--- config.mk ---
export PLATFORM = sky130hd
export DESIGN_NAME = drum_mul_scheduler_flat
export DESIGN_NICKNAME = d
export VERILOG_FILES = /design/src/rtl/drum_mul_scheduler_if.sv /design/src/rtl/drum_mul_scheduler.sv /design/src/flat_wrapper.sv
export SDC_FILE = /design/constraint.sdc
export NUM_CORES = 1
export LEC_CHECK = 0
export BUFFER_PORTS_ARGS = -buffer_cell sky130_fd_sc_hd__buf_2
export CAP_MARGIN = 40
export CELL_PAD_IN_SITES_DETAIL_PLACEMENT = 1
export CELL_PAD_IN_SITES_GLOBAL_PLACEMENT = 2
export CORE_ASPECT_RATIO = 1.25
export CORE_UTILIZATION = 23
export CTS_BUF_LIST = sky130_fd_sc_hd__clkbuf_8
export DETAILED_ROUTE_END_ITERATION = 6
export GPL_TIMING_DRIVEN = 1
export PLACE_DENSITY = 0.82
export SLEW_MARGIN = 40
export SYNTH_ARGS = -nofsm -noshare
export SYNTH_HDL_FRONTEND = slang
export SYNTH_SLANG_ARGS = --single-unit
--- constraint.sdc ---
create_clock -name clk -period 2.3 [get_ports clk]
set_input_delay 0.23 -clock clk [delete_from_list [all_inputs] [get_ports clk]]
set_output_delay 0.23 -clock clk [all_outputs]
set_load 0.005 [all_outputs]
--- src/rtl/drum_mul_scheduler_if.sv ---
// drum_mul_scheduler_if: requester, shared-multiplier and response signals of the drum scheduler
interface drum_mul_scheduler_if #(
    parameter int N_REQ = 4,
    parameter int N     = 8,
    parameter int M     = 8
);
    localparam int ID_W = $clog2(N_REQ);

    logic [N_REQ-1:0]   req_valid;
    logic [N_REQ*N-1:0] req_a;
    logic [N_REQ*M-1:0] req_b;
    logic [N_REQ-1:0]   req_ready;
    logic [N-1:0]       mul_a;
    logic [M-1:0]       mul_b;
    logic [N+M-1:0]     mul_r;
    logic               rsp_valid;
    logic               rsp_ready;
    logic [N+M-1:0]     rsp_r;
    logic [ID_W-1:0]    rsp_id;
    logic               busy;

    modport master (
        output req_valid, req_a, req_b, mul_r, rsp_ready,
        input  req_ready, mul_a, mul_b, rsp_valid, rsp_r, rsp_id, busy
    );

    modport slave (
        input  req_valid, req_a, req_b, mul_r, rsp_ready,
        output req_ready, mul_a, mul_b, rsp_valid, rsp_r, rsp_id, busy
    );
endinterface

--- src/rtl/drum_mul_scheduler.sv ---
// drum_mul_scheduler: round-robin sharing of one combinational drum multiplier among N_REQ requesters
module drum_mul_scheduler #(
    parameter int N_REQ   = 4,
    parameter int N       = 8,
    parameter int M       = 8,
    parameter int MUL_LAT = 1
) (
    input logic                  clk,
    input logic                  rst,
    drum_mul_scheduler_if.slave  bus
);
    localparam int ID_W  = $clog2(N_REQ);
    localparam int LAT_W = $clog2(MUL_LAT + 1);

    if (MUL_LAT < 1) begin : g_bad_lat
        $error("MUL_LAT must be at least 1");
    end
    if (N_REQ < 2 || N_REQ > 16) begin : g_bad_nreq
        $error("N_REQ must be within 2..16");
    end

    typedef enum logic [1:0] {IDLE, CALC, RESP} state_t;

    state_t          state, state_nx;
    logic [ID_W-1:0] rr_ptr, grant;
    logic            found;
    logic [LAT_W-1:0] lat_cnt;

    // first valid requester searching cyclically from rr_ptr
    always_comb begin
        grant = '0;
        found = 1'b0;
        for (int i = 0; i < N_REQ; i++) begin
            if (!found && bus.req_valid[ID_W'((int'(rr_ptr) + i) % N_REQ)]) begin
                found = 1'b1;
                grant = ID_W'((int'(rr_ptr) + i) % N_REQ);
            end
        end
    end

    // one-hot accept, only offered while idle and out of reset
    always_comb begin
        bus.req_ready = '0;
        if (!rst && state == IDLE && found) bus.req_ready[grant] = 1'b1;
    end

    // next-state: accept, wait out the multiplier latency, then hold the response until taken
    always_comb begin
        state_nx = state;
        case (state)
            IDLE:    state_nx = found ? CALC : IDLE;
            CALC:    state_nx = (lat_cnt == '0) ? RESP : CALC;
            RESP:    state_nx = bus.rsp_ready ? IDLE : RESP;
            default: state_nx = IDLE;
        endcase
    end

    // state register
    always_ff @(posedge clk) begin
        state <= rst ? IDLE : state_nx;
    end

    // operand capture, latency countdown, response capture and release
    always_ff @(posedge clk) begin
        if (rst) begin
            rr_ptr        <= '0;
            lat_cnt       <= '0;
            bus.mul_a     <= '0;
            bus.mul_b     <= '0;
            bus.rsp_valid <= 1'b0;
            bus.rsp_r     <= '0;
            bus.rsp_id    <= '0;
        end else begin
            if (state == IDLE && found) begin
                bus.mul_a  <= bus.req_a[grant*N +: N];
                bus.mul_b  <= bus.req_b[grant*M +: M];
                bus.rsp_id <= grant;
                rr_ptr     <= ID_W'((int'(grant) + 1) % N_REQ);
                lat_cnt    <= LAT_W'(MUL_LAT - 1);
            end
            if (state == CALC) begin
                if (lat_cnt != '0) begin
                    lat_cnt <= lat_cnt - LAT_W'(1);
                end else begin
                    bus.rsp_r     <= bus.mul_r;
                    bus.rsp_valid <= 1'b1;
                end
            end
            if (state == RESP && bus.rsp_ready) bus.rsp_valid <= 1'b0;
        end
    end

    assign bus.busy = (state != IDLE);
endmodule
--- src/flat_wrapper.sv ---
// flat-port wrapper written by rule: the top's interface ports become plain ports
module drum_mul_scheduler_flat 
#(
    parameter int N_REQ   = 4,
    parameter int N       = 8,
    parameter int M       = 8,
    parameter int MUL_LAT = 1
)
  (clk, rst, bus_req_valid, bus_req_a, bus_req_b, bus_mul_r, bus_rsp_ready, bus_req_ready, bus_mul_a, bus_mul_b, bus_rsp_valid, bus_rsp_r, bus_rsp_id, bus_busy);
  drum_mul_scheduler_if #(.N_REQ(N_REQ), .N(N), .M(M)) bus_i ();
  input logic clk;
  input logic rst;
  input wire logic [$bits(bus_i.req_valid)-1:0] bus_req_valid;
  input wire logic [$bits(bus_i.req_a)-1:0] bus_req_a;
  input wire logic [$bits(bus_i.req_b)-1:0] bus_req_b;
  input wire logic [$bits(bus_i.mul_r)-1:0] bus_mul_r;
  input wire logic [$bits(bus_i.rsp_ready)-1:0] bus_rsp_ready;
  output wire logic [$bits(bus_i.req_ready)-1:0] bus_req_ready;
  output wire logic [$bits(bus_i.mul_a)-1:0] bus_mul_a;
  output wire logic [$bits(bus_i.mul_b)-1:0] bus_mul_b;
  output wire logic [$bits(bus_i.rsp_valid)-1:0] bus_rsp_valid;
  output wire logic [$bits(bus_i.rsp_r)-1:0] bus_rsp_r;
  output wire logic [$bits(bus_i.rsp_id)-1:0] bus_rsp_id;
  output wire logic [$bits(bus_i.busy)-1:0] bus_busy;
  assign bus_i.req_valid = bus_req_valid;
  assign bus_i.req_a = bus_req_a;
  assign bus_i.req_b = bus_req_b;
  assign bus_i.mul_r = bus_mul_r;
  assign bus_i.rsp_ready = bus_rsp_ready;
  assign bus_req_ready = bus_i.req_ready;
  assign bus_mul_a = bus_i.mul_a;
  assign bus_mul_b = bus_i.mul_b;
  assign bus_rsp_valid = bus_i.rsp_valid;
  assign bus_rsp_r = bus_i.rsp_r;
  assign bus_rsp_id = bus_i.rsp_id;
  assign bus_busy = bus_i.busy;
  drum_mul_scheduler #(.N_REQ(N_REQ), .N(N), .M(M), .MUL_LAT(MUL_LAT)) u_core (.clk(clk), .rst(rst), .bus(bus_i));
endmodule
==> summary.txt <==
Outcome
  • Status: completed

Global routing
  • GR peak layer: met2
  • Met2 Use GR: 30.8%
  • First-pass GRT wire length: 11600 µm
  • Met1 Track Usage GR: 16.2%
  • Grt total ovfl: 0
  • Initial antenna violation count: 0
  • Met3 track demand over resource: 5.07%
  • Vias in the first global route: 2445
  • All-Layer GR Usage: 15.8%
  • Largest net degree at the start of global routing: 25

Logic synthesis
  • Post-synth ARST share: 0%
  • Post-synth cell types: 36
  • Seq/Total Area, Yosys: 38.3%
  • Yosys reg bits: 40
  • Syn Area/Cell: 8.64 µm²
  • Syn Inst Count: 242
  • Top FF cell, synth: dfxtp_1
  • Post-synth top area share: 38.3%
  • Synth Net Count: 333
  • Synthesized cell area: 0.00209 mm²
  • Synth area leaders: dfxtp_1 38%, a221o_1 8.1%, nand2_1 7.4%, mux2_4 5.7%, a21boi_0 5.4%
  • Number of synthesized flops with an enable pin: 0
  • Synth warn: 0
  • Commonest cells in the synthesized netlist: 41 x nand2_1, 40 x dfxtp_1, 21 x a21oi_1
  • Most common cell in the synthesized netlist: nand2_1
  • Largest area contributor in the netlist: dfxtp_1

Place
  • HPWL after detailed placement: 5490 µm
  • I/O Buffers: 126
  • Area post-placement: 0.00286 mm²
  • Cell total after placement: 478
  • Routability Congestion: 0.738

Floorplanning
  • Initial Util: 23.9%
  • Cell Rows: 38
  • Die H: 109 µm
  • Die ar.: 0.00948 mm²
  • Core Area: 0.00875 mm²
  • # IOs: 127
  • Die Wd: 87.3 µm

Finish
  • Nets: 456
  • Layout cell share with drive strength beyond 1: 44.5%
  • Cell Count, Final, Fillers Out: 486
  • Final instance area: 0.00299 mm²
  • Diode count: 0
  • FILL cells: 1090
  • Fin util: 34.2%
  • Area growth from synthesis to layout: 43.0%

Worst setup path
  • Critical path class: flop to output port
  • Critical path cell sequence: mux2i_1 > o22a_1 > nand2_8 > ha_1 > and2_1 > buf_2
  • Critical Path RT: 2.07 ns
  • Kind of cell adding the most delay to the critical path: flip-flops
  • CP endpoint kind: output port
  • Critical path buffers and inverters: 1
  • Crit start category: flop
  • Slowest cell on crit path: dfxtp_2
  • Crit path max fanout: 19
  • Slowest stage delay, CP: 0.40 ns
  • Critical Path AT: 1.92 ns

Route
  • Post-Route WL: 7170 µm
  • Detailed Routing Iterations Pass 1: 4
  • Post-route antenna net violation count: 0
  • Vias: 2246
  • Drt wl/cell: 14.8 µm
  • DR vias/cell: 4.62
  • DRC errors left: 0
  • DR iter-0 viols: 46

STA
  • RSZ-0062 raised after global routing: no
  • Final hold vios: 0
  • Max Slew Vio Count: 0
  • Max-slew headroom: 51.9%
  • Max Clock Skew: 0.00350 ns
  • Timing-limited maximum frequency: 464 MHz
  • Hold slack: 0.166 ns
  • Period utilization: 93.6%
  • Least-Margin Pin Slew: 0.719 ns
  • Minimum clock period: 2.15 ns
  • Setup TNS: 0 ns
  • Final setup viols: 0

Clock network
  • Clock Sinks: 40
  • CTS buffer count: 5
  • # hold bufs at CTS: 0
  • Clk slew on worst S/H paths: 0.08 ns
  • CTS tree: yes
  • H-tree depth: 2
  • Number of post-CTS setup repair buffers: 0
  • Clock Latency Late Sink: 0.29 ns
  • CTS Root Cell: clkbuf_8
  • CTS Buffer Depth: 2

Power
  • P_leak: 0.00140 µW
  • PwrDens: 713 mW/mm²
  • Max VDD drop: 0.299 mV

Flow run
  • Maximum capacitance violations: 0

Min path
  • Hold/Removal Path Class: input pin to flop
registers in the layout, indices dropped and copies added (netlist names):
name and cells:
u_core.bus.rsp_r 16, u_core.bus.mul_a 8, u_core.bus.mul_b 8, u_core.bus.rsp_id 2, u_core.rr_ptr 2, u_core.state 2
u_core.bus.rsp_valid 1, u_core.lat_cnt 1
per-layer routing:
metal | part of all wire [%] | vias up
met3 | 8.1 | 6
met1 | 39 | 1041
met5 | 0 | -
met2 | 52 | 88
li1 | - | 1111
met4 | 0.81 | 0
where the power goes:
part | internal [µW] | leakage, µW | switching, µW
clock network | 383 | 0.0000645 | 258
logic | 315 | 0.00101 | 336
registers | 785 | 0.000329 | 56.6
stage by stage:
| stage | total power [µW] | setup WS [ns] |
|---|---|---|
| after global placement | 1490 | 0.119 |
| after CTS | 2170 | 0.00490 |
| after detailed placement | 1520 | 0.271 |
| after floorplan | 1230 | 0.458 |
| after global routing | 2270 | 0.0135 |
| final | 2130 | 0.147 |
area by class of cell:
type	count	area [µm²]	area share [%]
well taps	120	150	5.02
flip-flops and latches	40	802	26.8
repair buffers	132	676	22.6
multi-input cells	181	1220	40.7
clock inverters	1	30.0	1.00
inverters	5	18.8	0.627
clock buffers	7	96.3	3.22
path summary, 6_finish.rpt:
| path | from | to | slack, ns | cells after the start |
|---|---|---|---|---|
| hold / removal | bus_mul_r[7] | u_core.bus.rsp_r[7] | 0.17 | 3 |
| setup reg to reg | u_core.rr_ptr[1] | u_core.bus.mul_b[6] | 0.36 | 5 |
| hold reg to reg | u_core.bus.rsp_r[1] | u_core.bus.rsp_r[1] | 0.45 | 2 |
| setup / recovery | u_core.rr_ptr[1] | bus_req_ready[0] | 0.15 | 6 |
layout by cell type (no fill, tap or decap), types with 4 or more instances in the layout:
master    instances
o21ai_0          17
mux2_4            8
inv_1             5
clkbuf_8          7
mux2_2            7
dfxtp_1          39
a21boi_0         15
ha_1              4
buf_2           126
nand3_1          16
nor2_1            7
a221o_1          17
a21oi_1          21
nand2_1          41
buf_4             6
and2_1            6
worst register-to-register path: cells and delay by family, from the launching register on:
family           cells  cell delay [ns]
multiplexers         2             0.62
AO/OA/AOI/OAI        2             0.64
AND/OR/NAND/NOR      1             0.18
flip-flops           1             0.40
cells by family after synthesis:
kind of cell | count (synthesis) | share of synthesized area [%]
adder cells (fa/ha/maj) | 4 | 2.39
multiplexers | 17 | 10.5
flip-flops | 40 | 38.3
buffers and inverters | 21 | 4.55
AO/OA/AOI/OAI | 78 | 25.8
AND/OR/NAND/NOR | 82 | 18.5
timing repair:
item | 4_1_cts | 5_1_grt
endpoints found under the hold margin | 0 | 0
setup endpoints to repair | 0 | 4
gates resized for setup | 0 | 2
(Power assumes the default switching activity.)
